$ cat src/rtl/oled_pkg.sv
// Shared definitions for the OLED frame-buffer streamer.
// Holds the FSM state encoding, the SSD1306 control bytes, the frame size,
// and the 7-byte command sequence that opens the full column/page window.
package oled_pkg;

  localparam int          OLED_FB_BYTES  = 1024;
  localparam int          OLED_ADDR_W    = 10;
  localparam logic [7:0]  OLED_CTRL_CMD  = 8'h00;
  localparam logic [7:0]  OLED_CTRL_DATA = 8'h40;
  localparam int          CMD_LEN        = 7;

  typedef enum logic [2:0] {
    ST_IDLE,
    ST_CMD,
    ST_DPRE,
    ST_FETCH,
    ST_WAIT_RD,
    ST_SEND,
    ST_DONE
  } state_t;

  // Command transaction: control byte, then column window 0..127 and page window 0..7.
  function automatic logic [7:0] win_cmd(input logic [2:0] idx);
    case (idx)
      3'd0:    win_cmd = OLED_CTRL_CMD;
      3'd1:    win_cmd = 8'h21;
      3'd2:    win_cmd = 8'h00;
      3'd3:    win_cmd = 8'h7F;
      3'd4:    win_cmd = 8'h22;
      3'd5:    win_cmd = 8'h00;
      3'd6:    win_cmd = 8'h07;
      default: win_cmd = 8'h00;
    endcase
  endfunction

endpackage

$ cat src/rtl/oled_fb_streamer.sv
// oled_fb_streamer
// Reads one frame out of the selected frame-buffer RAM and streams it to a
// byte-level I2C master as SSD1306 payload: a 7-byte command transaction that
// sets the full display window, then a data transaction of CTRL_DATA followed
// by FB_BYTES frame bytes.
// Ports:
//   clk, rst_n            clock, synchronous active-low reset
//   start, frame_sel      refresh request (IDLE only) and buffer to send
//   busy, frame_done      frame in progress / one-cycle completion pulse
//   nack_err              one-cycle pulse when a frame is aborted by a NACK
//   rd_sel, rd_addr       latched buffer select and RAM address (registered)
//   rd_data               RAM read data, valid one cycle after rd_addr
//   tx_valid/ready/data   byte handshake to the I2C master
//   tx_first, tx_last     START-before / STOP-after qualifiers for tx_data
//   tx_nack               one-cycle NACK pulse from the master
module oled_fb_streamer
  import oled_pkg::*;
#(
  parameter int         FB_BYTES  = OLED_FB_BYTES,
  parameter int         ADDR_W    = OLED_ADDR_W,
  parameter logic [7:0] CTRL_CMD  = OLED_CTRL_CMD,
  parameter logic [7:0] CTRL_DATA = OLED_CTRL_DATA
) (
  input  logic              clk,
  input  logic              rst_n,
  input  logic              start,
  input  logic [1:0]        frame_sel,
  output logic              busy,
  output logic              frame_done,
  output logic              nack_err,
  output logic [1:0]        rd_sel,
  output logic [ADDR_W-1:0] rd_addr,
  input  logic [7:0]        rd_data,
  output logic              tx_valid,
  input  logic              tx_ready,
  output logic [7:0]        tx_data,
  output logic              tx_first,
  output logic              tx_last,
  input  logic              tx_nack
);

  state_t      state, state_nxt;
  logic [2:0]  cmd_idx;
  logic [7:0]  data_p1;
  logic        addr_last;
  logic        start_acc, cmd_adv, addr_clr, addr_inc, data_cap;

  assign addr_last = (rd_addr == ADDR_W'(FB_BYTES - 1));

  always_ff @(posedge clk) begin
    if (!rst_n) state <= ST_IDLE;
    else        state <= state_nxt;
  end

  // Outputs are decoded from registered state, so the offered byte cannot
  // change until the state (or index) moves on an accept.
  always_comb begin
    state_nxt  = state;
    tx_valid   = 1'b0;
    tx_data    = 8'h00;
    tx_first   = 1'b0;
    tx_last    = 1'b0;
    busy       = 1'b1;
    frame_done = 1'b0;
    start_acc  = 1'b0;
    cmd_adv    = 1'b0;
    addr_clr   = 1'b0;
    addr_inc   = 1'b0;
    data_cap   = 1'b0;
    case (state)
      ST_IDLE: begin
        busy = 1'b0;
        if (start) begin
          start_acc = 1'b1;
          state_nxt = ST_CMD;
        end
      end
      ST_CMD: begin
        tx_valid = 1'b1;
        tx_data  = (cmd_idx == 3'd0) ? CTRL_CMD : win_cmd(cmd_idx);
        tx_first = (cmd_idx == 3'd0);
        tx_last  = (cmd_idx == 3'(CMD_LEN - 1));
        if (tx_ready) begin
          cmd_adv = 1'b1;
          if (tx_last) state_nxt = ST_DPRE;
        end
      end
      ST_DPRE: begin
        tx_valid = 1'b1;
        tx_data  = CTRL_DATA;
        tx_first = 1'b1;
        if (tx_ready) begin
          addr_clr  = 1'b1;
          state_nxt = ST_FETCH;
        end
      end
      ST_FETCH:   state_nxt = ST_WAIT_RD;
      ST_WAIT_RD: begin
        data_cap  = 1'b1;
        state_nxt = ST_SEND;
      end
      ST_SEND: begin
        tx_valid = 1'b1;
        tx_data  = data_p1;
        tx_last  = addr_last;
        if (tx_ready) begin
          if (addr_last) begin
            state_nxt = ST_DONE;
          end else begin
            addr_inc  = 1'b1;
            state_nxt = ST_FETCH;
          end
        end
      end
      ST_DONE: begin
        busy       = 1'b0;
        frame_done = 1'b1;
        state_nxt  = ST_IDLE;
      end
      default: state_nxt = ST_IDLE;
    endcase
    // A NACK aborts the frame; a byte offered in the same cycle is dropped.
    if (state != ST_IDLE && tx_nack) begin
      state_nxt = ST_IDLE;
      cmd_adv   = 1'b0;
      addr_clr  = 1'b0;
      addr_inc  = 1'b0;
    end
  end

  always_ff @(posedge clk) begin
    if (!rst_n) begin
      rd_sel   <= 2'd0;
      rd_addr  <= '0;
      cmd_idx  <= 3'd0;
      nack_err <= 1'b0;
    end else begin
      nack_err <= tx_nack && (state != ST_IDLE);
      if (start_acc) begin
        rd_sel  <= frame_sel;
        cmd_idx <= 3'd0;
      end
      if (cmd_adv)  cmd_idx <= cmd_idx + 3'd1;
      if (addr_clr) rd_addr <= '0;
      if (addr_inc) rd_addr <= rd_addr + ADDR_W'(1);
    end
  end

  // RAM read data stage: captured in WAIT_RD, offered in SEND.
  always_ff @(posedge clk) begin
    if (data_cap) data_p1 <= rd_data;
  end

endmodule

$ cat config.mk
export PLATFORM = sky130hd
export DESIGN_NAME = oled_fb_streamer
export DESIGN_NICKNAME = d
export VERILOG_FILES = /design/src/rtl/oled_pkg.sv /design/src/rtl/oled_fb_streamer.sv
export SDC_FILE = /design/constraint.sdc
export NUM_CORES = 1
export LEC_CHECK = 0
export CORE_MARGIN = 3
export CORE_UTILIZATION = 27
export DETAILED_ROUTE_END_ITERATION = 8
export PLACE_DENSITY = 0.59
export SLEW_MARGIN = 20
export SYNTH_ARGS = -nofsm -noshare
export SYNTH_HDL_FRONTEND = slang
export SYNTH_SLANG_ARGS = --single-unit
$ cat constraint.sdc
create_clock -name clk -period 2.5 [get_ports clk]
set_input_delay 0.625 -clock clk [delete_from_list [all_inputs] [get_ports clk]]
set_output_delay 0.625 -clock clk [all_outputs]
set_load 0.01 [all_outputs]
* Yosys cells after proc, flatten, opt, wreduce, memory -nomap -nowiden
Index checks and enable logic that the tools add are counted.
Word-level totals: register bits 27, bits of input ports 15, output and inout port bits 26, logic and storage cells 66
Cells by class: $add $sub $neg 2, eq/ne operators 16, muxes and demuxes 31, bitwise gates (word level) 1, reduce and logical (&&, ||, !) cells 10
Operators with widths (count):
- case mux 7 bit (4 select lines) | 1
- two-way mux 3 bit | 8
- case mux 8 bit (3 select lines) | 1
- two-way mux 10 bit | 2
- case mux 3 bit (6 select lines) | 1
- equality test 3 bit (second input constant) | 5
- two-way mux 1 bit | 15
- adder 10 x 1 -> 10 bit (second input constant) | 1
- equality test 10 bit (second input constant) | 1
- inequality test 2 bit (second input constant) | 5
- equality test 3 x 2 -> 1 bit (second input constant) | 3
- two-way mux 8 bit | 1
- equality test 3 x 1 -> 1 bit (second input constant) | 2
- zero test 3 bit | 2
- AND reduction 5 bit | 1
- case mux 1 bit (2 select lines) | 2
- nonzero test 2 bit | 2
- OR reduction 2 bit | 2
- adder 3 x 1 -> 3 bit (second input constant) | 1
- nonzero test 3 bit | 1
- OR reduction 3 bit | 1
- logical AND 1 bit | 1
- NOT 1 bit | 1

* Depth between registers and ports, before layout
Gate-level depths: netlist of run 1.
depth after elaboration 6, gate-level depth with buffers 7, gate-level depth less buffers 6

* Least setup slack after synthesis of run 1
Ideal clock, no wire load.
path type reg-to-output, start point register cmd_idx[0], end point output port tx_data[0], data arrival time 1.411 ns, data required time 1.875 ns, setup slack 0.464 ns, cell stages (with the launch flop) 6, path buffers 0, path through dfxtp_1 -> inv_1 -> ha_1 -> nor2b_1 -> or3_1 -> o21ai_0
On the way: cells in the longest elaborated chain, start to end 4, elaborated cells on any way between the ends 8, those cells by class 4 x eq/ne; 3 x mux; 1 x reduce/logical
RTL lines:
- from (decl) | RTL line oled_fb_streamer.sv:43 | logic [2:0] cmd_idx;
- from (signal assigned) | RTL line oled_fb_streamer.sv:143 | if (cmd_adv) cmd_idx <= cmd_idx + 3'd1;
- equality test 3 bit, or another cell as far along | RTL line oled_pkg.sv:24 | case (idx)
- case mux 7 bit (4 select lines) | RTL line oled_pkg.sv:24
- two-way mux 8 bit * | RTL line oled_fb_streamer.sv:80 | tx_data = (cmd_idx == 3'd0) ? CTRL_CMD : win_cmd(cmd_idx);
- case mux 8 bit (3 select lines) * | RTL line oled_fb_streamer.sv:70 | case (state)
- to (decl) | RTL line oled_fb_streamer.sv:36 | output logic [7:0] tx_data,
Every way passes the cells marked *; elsewhere a longest branch is shown, timed or not.

* Worst setup path after layout of run 1
start point register state[2], end point output port busy
On the way: cells in the longest elaborated chain, start to end 3, elaborated cells on any way between the ends 4, those cells by class 1 x eq/ne; 1 x mux; 2 x reduce/logical
RTL lines:
- from (decl) | RTL line oled_fb_streamer.sv:42 | state_t state, state_nxt;
- from (signal assigned) | RTL line oled_fb_streamer.sv:52 | else state <= state_nxt;
- equality test 3 bit or zero test 3 bit (tied branches) | RTL line oled_fb_streamer.sv:70
- OR reduction 2 bit (no line) *
- two-way mux 1 bit * | RTL line oled_fb_streamer.sv:70
- to (decl) | RTL line oled_fb_streamer.sv:28 | output logic busy,
Marked as above.

==> results of run 1 <==
[layout by cell type (no fill, tap or decap), drive strengths merged, types with 2 or more instances in the layout]
cell,instances
nand2b,4
nor4,2
o21ai,10
ha,7
nor3,6
or2,2
o311ai,2
nor3b,2
o31a,2
a21oi,10
o221ai,5
nor2b,5
o211ai,2
dfxtp,19
inv,13
nand3,5
nor2,10
or3,4
edfxtp,8
clkdlybuf4s50,31
nand4,6
clkbuf,6
and3,2
mux2i,4
buf,24
dlygate4sd2,4
nand2,21
and2,2
[per-layer routing]
layer	up-vias	wire length (um)	track usage (%)
li1	747	-	-
met1	674	1809	16.12
met2	26	1842	19.55
met4	0	27	3.488
met3	2	141	1.952
met5	-	0	0
[area by class of cell]
class                           instances  area, sq um
Fill cell                             585         3309
Clock inverter                          1        8.758
Inverter                               12        45.04
Tap cell                               72        90.09
Multi-Input combinational cell        126        893.4
Timing Repair Buffer                   64        563.0
Clock buffer                            3        41.29
Sequential cell                        27        623.1
[kinds of logic (layout without fill, tap and decap cells)]
logic type,count (synthesis),after routing,share of synthesized area (%)
mux,4,4,2.542
xor+xnor,1,1,0.5561
buf+inv,20,80,7.148
simple gates,75,75,26.53
compound gates,39,39,18.27
fa+ha+maj,7,7,5.560
flops,27,27,39.40
[report_power, final]
group	internal [mW]	leakage (nW)	switching, mW
sequential	0.454	0.227	0.00293
combinational	0.0522	0.654	0.0419
clock	0.117	0.0261	0.141
[per-stage QoR]
stage,TNS [ns],util [%]
after global placement,0,38.95
after global routing,-0.01421,40.63
after CTS,0,40.16
after detailed placement,0,38.95
final,0,40.63
after floorplan,0,-
[state kept, by name (all words and copies together) (netlist names)]
| register | count |
|---|---|
| data_p1 | 8 |
| rd_sel | 2 |
| state | 3 |
| cmd_idx | 3 |
| rd_addr | 10 |
| nack_err | 1 |
[tightest hold or removal path, stage by stage, from the launching register on]
cell,delay [ns]
sky130_fd_sc_hd__dfxtp_1,0.34
sky130_fd_sc_hd__mux2i_1,0.07
sky130_fd_sc_hd__nor2_1,0.07
[what timing repair did]
| item | 4_1_cts | 5_1_grt |
|---|---|---|
| endpoints found under the setup margin | 9 | 9 |
| gates resized for setup | 14 | 21 |
| pin swaps | 3 | 1 |
| setup buffers | 1 | 0 |
[worst min path at each step]
stage	from	end	slack (ns)	depth (start not counted)
after floorplan	rd_addr[1]$_SDFFE_PN0P_	rd_addr[1]$_SDFFE_PN0P_	0.51	2
after global placement	rd_sel[0]$_SDFFE_PN0P_	rd_sel[0]$_SDFFE_PN0P_	0.48	2
after detailed placement	rd_sel[1]$_SDFFE_PN0P_	rd_sel[1]$_SDFFE_PN0P_	0.50	2
after CTS	rd_sel[0]$_SDFFE_PN0P_	rd_sel[0]$_SDFFE_PN0P_	0.52	2
after global routing	rd_sel[1]$_SDFFE_PN0P_	rd_sel[1]$_SDFFE_PN0P_	0.55	2
final	rd_sel[0]$_SDFFE_PN0P_	rd_sel[0]$_SDFFE_PN0P_	0.51	2
==> impl_metrics.ini, run 1 <==
[setup_path]
reg2reg_slack_ns = 0.66
crit_family = buffers and inverters
critPathSlowestCell = sky130_fd_sc_hd__clkdlybuf4s50_1
worst_setup_path_endpoint = busy
timing.critical_path.arrival_ns = 1.79
path_depth = 4
critical_path_buf_inv_count = 2
cp_cell_sequence = buf_4 -> nor2b_1 -> or3_1 -> clkdlybuf4s50_1
reg2reg_depth = 7
setup.worst_path.start_class = flop
cp.required_ns = 1.88
critical_path.endpoint_type = output pin
criticalPathCategory = reg2out
critPathLaunch = state[2]$_SDFFE_PP0P_
beginning_of_the_worst_register_to_register_path = rd_addr[0]$_SDFFE_PN0P_
critical_path.max_stage_delay_ns = 0.48
critPathMaxFanout = 8
timing.rr.end = state[0]$_SDFFE_PP0P_

[run]
number_of_max_cap_violations = 0

[synthesis]
main_flop_type_after_synthesis = sky130_fd_sc_hd__dfxtp_1
ys_ff_latch = 27
synth_fp_nets = 195
ys_seq_area_share_pct = 39.40
ys.warnings.count = 0
synth_top_area_share_pct = 24.15
synth_most_common_cell = sky130_fd_sc_hd__nand2_1
synthDistinctLibCells = 47
avgSynthCellArea_sq_um = 9.106
synth_edf_count = 8
syn-cell-area_sq_um = 1575
postSynth.asyncResetShare_pct = 0
yosys-top-cells-area = sky130_fd_sc_hd__dfxtp_1 (24%), sky130_fd_sc_hd__edfxtp_1 (15%), sky130_fd_sc_hd__ha_1 (5.6%), sky130_fd_sc_hd__nand2_1 (4.8%), sky130_fd_sc_hd__a21oi_1 (3.2%)
synthCells = 173
yosys.area.top_type = sky130_fd_sc_hd__dfxtp_1
synth_top_cells_by_count = sky130_fd_sc_hd__nand2_1 (20), sky130_fd_sc_hd__dfxtp_1 (19), sky130_fd_sc_hd__inv_1 (12)

[drt]
ant_nets = 0
routed-via-count = 1449
wire_per_inst_um = 12.53
route.detailed.drc = 0
detail_route.first_pass.iterations = 4
post_route_wl_um = 3821
first_iter_violations = 45
post_drt_via_cell_ratio = 4.751

[clock_network]
cts.sinks = 27
cts_root_buffer = sky130_fd_sc_hd__clkbuf_8
cts_hold_repair.buffers = 0
clock_latency_ns = 0.27
cts.reportedPaths.clkPinSlew_ns = 0.09
clock_h_tree_levels = 1
cts_max_path_buffers = 2
cts_buffers = 3
cts_tree = done

[cells_and_area]
final_net_count = 256
postLayoutCellArea_sq_um = 2265
flow.area_growth_from_synthesis_pct = 43.76
finish.cell_count_without_fillers = 305
drive_above_1_share_pct = 23.18
antennaDiodeCount = 0

[pwr]
power.total_mw = 0.8093
p_leak_nw = 0.9072
power-per-cell-area_nw_per_um2 = 357.4
irDropWorstVdd_uv = 224.1

[timing]
setup_viol = 0
fmax_ghz = 0.4148
finalClockSkew_ns = 0.008888
fin_ws_ns = 0.08940
timing.final.crit_period_ns = 2.411
tightest_slew_ns = 0.3645
slew_headroom_pct = 75.49
worst_hold_slack_ns = 0.5130
timing.final.hold_violations = 0
finalCritPeriodShare_pct = 96.42
drv_slew = 0

[floorplan]
dieHeight_um = 82.38
pin_count = 41
num_rows = 27
die_width_um = 82.38
initial_utilization_pct = 28.26
dieArea_sq_um = 6786
fp.coreArea_sq_um = 5574

[hold_path]
worst_hold_path_type = reg2reg

[global_route]
grt_pass1_wl_um = 6354
vias_in_the_first_global_route = 1423
grt_max_degree = 18
grt_util_all_layers_pct = 11.96
gr-total-overflow = 0
grt_antenna_before_repair = 0

[outcome]
status = complete, no violations

[place]
dpl_hpwl_um = 2968
placed_area_sq_um = 2171
port_buffers = 40
dpl_worst_slack_ns = 0.07577
instance_count_after_placement_with_tap_cells_included = 300
routability_cong = 0.7779
No activity file was read; power rests on OpenSTA's default activity.
==> run 2, diff against run 1 <==
--- a/config.mk
+++ b/config.mk
@@ -8,7 +8,7 @@
 export CORE_MARGIN = 3
 export CORE_UTILIZATION = 27
 export DETAILED_ROUTE_END_ITERATION = 8
-export PLACE_DENSITY = 0.59
+export PLACE_DENSITY = 0.52
 export SLEW_MARGIN = 20
 export SYNTH_ARGS = -nofsm -noshare
 export SYNTH_HDL_FRONTEND = slang
==> impl_metrics.ini, run 2 (synthesized netlist as in run 1, its figures left out) <==
[place]
instance_count_after_placement_with_tap_cells_included = 299
placed_area_sq_um = 2163
routability_cong = 0.7601
dpl_hpwl_um = 3054
dpl_worst_slack_ns = 0.009282
port_buffers = 40

[cells_and_area]
num-fill-cells = 592
util_after_layout_pct = 40.29
postLayoutCellArea_sq_um = 2246
flow.area_growth_from_synthesis_pct = 42.57
antennaDiodeCount = 0
drive_above_1_share_pct = 20.51
top_register_by_number_of_flip_flops = rd_addr
commonest_cells_after_routing_fill_and_taps_aside = sky130_fd_sc_hd__clkdlybuf4s50_1 (32), sky130_fd_sc_hd__buf_4 (25), sky130_fd_sc_hd__nand2_1 (20), sky130_fd_sc_hd__dfxtp_1 (17), sky130_fd_sc_hd__inv_1 (12)
biggestRegsByFlops = rd_addr (10), data_p1 (8)
finish.cell_count_without_fillers = 306
layout_commonest_cell = sky130_fd_sc_hd__clkdlybuf4s50_1
final_net_count = 257
largest_reg_flops = 10

[floorplan]
die_width_um = 82.38
dieArea_sq_um = 6786
dieHeight_um = 82.38
initial_utilization_pct = 28.26
pin_count = 41
num_rows = 27
fp.coreArea_sq_um = 5574

[pwr]
power.share.combinational_pct = 11.7
power.total_mw = 0.7923
p_leak_nw = 0.9032
power.share.clock_pct = 30.4
switching_power_mw = 0.1717
irDropWorstVdd_uv = 168.4
power.switching_fraction_pct = 21.67
seq_power_share_pct = 57.9
internal_power_mw = 0.6207
power-per-cell-area_nw_per_um2 = 352.8

[global_route]
grt_util_all_layers_pct = 12.14
globalRouteMet1Util_pct = 16.12
met2_layer_usage_reported_by_global_route_pct = 20.67
grt_antenna_before_repair = 0
vias_in_the_first_global_route = 1451
grt.met3_usage_pct = 1.627
busiest_layer = met2
grt_pass1_wl_um = 6513
grt_max_degree = 15
gr-total-overflow = 0

[drt]
post_drt_via_cell_ratio = 4.833
detail_route.first_pass.iterations = 4
first_iter_violations = 66
routed-via-count = 1479
ant_nets = 0
route.detailed.drc = 0
wire_per_inst_um = 12.81
post_route_wl_um = 3921

[clock_network]
cts.reportedPaths.clkPinSlew_ns = 0.09
cts_buffers = 3
clock_h_tree_levels = 1
cts.sinks = 27
cts_root_buffer = sky130_fd_sc_hd__clkbuf_8
clock_latency_ns = 0.26
cts_tree = done
cts_max_path_buffers = 2

[hold_path]
worst_hold_path_type = reg2reg

[setup_path]
timing.critical_path.arrival_ns = 1.81
critPathLaunch = cmd_idx[0]$_SDFFE_PN0P_
setup.worst_path.start_class = flop
reg2reg_slack_ns = 0.72
timing.rr.end = rd_addr[9]$_SDFFE_PN0P_
criticalPathCategory = reg2out
beginning_of_the_worst_register_to_register_path = rd_addr[0]$_SDFFE_PN0P_
worst_setup_path_endpoint = tx_data[5]
cp.required_ns = 1.88
critical_path.endpoint_type = output pin
critPathMaxFanout = 3
reg2reg_depth = 7

[timing]
total_negative_setup_slacks_ns = 0
finalCritPeriodShare_pct = 97.56
worst_hold_slack_ns = 0.5038
fin_ws_ns = 0.06088
timing.final.crit_period_ns = 2.439
fmax_ghz = 0.4100
tightest_slew_ns = 0.3588
finalClockSkew_ns = 0.006540
drv_slew = 0
setup_viol = 0
rsz_0062_raised_after_global_routing = yes
slew_headroom_pct = 75.88
timing.final.hold_violations = 0

[run]
number_of_max_cap_violations = 0

[outcome]
status = complete, no violations
run 2: cell types whose count changed in the layout (fill, tap and decap cells not counted), moves of 2 or more:
cell	change
sky130_fd_sc_hd__ha_2	-3
sky130_fd_sc_hd__ha_1	+3
sky130_fd_sc_hd__o21ai_0	+3
sky130_fd_sc_hd__o21ai_1	-2
run 2: cell type report:
cell class                      instances  area [sq um]  area share [%]
Clock buffer                            4         45.04           2.006
Inverter                               12         45.04           2.006
Multi-Input combinational cell        126         875.8           39.00
Sequential cell                        27         623.1           27.74
Tap cell                               72         90.09           4.011
Timing Repair Buffer                   65         566.8           25.24
run 2: power groups by stage:
stage                     sequential (mW)  clock, mW  combinational [mW]
after floorplan                     0.468          0              0.0405
final                               0.459      0.241              0.0928
after global routing                0.460      0.278               0.101
after global placement              0.468          0              0.0919
after CTS                           0.458      0.256              0.0926
after detailed placement            0.468          0              0.0921
run 2: worst min path at each step:
stage	slack, ns	to	cells past startpoint	startpoint
6_report	0.50	rd_sel[0]$_SDFFE_PN0P_	2	rd_sel[0]$_SDFFE_PN0P_
5_1_grt	0.55	rd_sel[0]$_SDFFE_PN0P_	2	rd_sel[0]$_SDFFE_PN0P_
4_1_cts	0.51	rd_sel[0]$_SDFFE_PN0P_	2	rd_sel[0]$_SDFFE_PN0P_
3_5_place_dp	0.49	rd_sel[0]$_SDFFE_PN0P_	2	rd_sel[0]$_SDFFE_PN0P_
3_3_place_gp	0.48	rd_sel[1]$_SDFFE_PN0P_	2	rd_sel[1]$_SDFFE_PN0P_
2_1_floorplan	0.51	rd_addr[1]$_SDFFE_PN0P_	2	rd_addr[1]$_SDFFE_PN0P_
run 2: metal layers:
| layer | routed length, um | vias up |
|---|---|---|
| li1 | - | 743 |
| met3 | 149 | 4 |
| met2 | 1845 | 35 |
| met1 | 1888 | 697 |
| met4 | 38 | 0 |
| met5 | 0 | - |
run 2: timing repair:
item | CTS | global route
endpoints found under the setup margin | 9 | 8
hold buffers | 0 | 0
pin swaps | 3 | 0
gates resized for setup | 13 | 11
setup buffers | 3 | 0
hold endpoints to repair | 0 | 0
run 2: worst max-delay path, stage by stage, from the launching register on:
cell and delay, ns:
sky130_fd_sc_hd__dfxtp_1 0.32, sky130_fd_sc_hd__buf_4 0.14, sky130_fd_sc_hd__ha_1 0.22, sky130_fd_sc_hd__ha_1 0.20
sky130_fd_sc_hd__a21o_1 0.16, sky130_fd_sc_hd__o21ai_0 0.16, sky130_fd_sc_hd__nand2_1 0.07, sky130_fd_sc_hd__dlygate4sd2_1 0.28
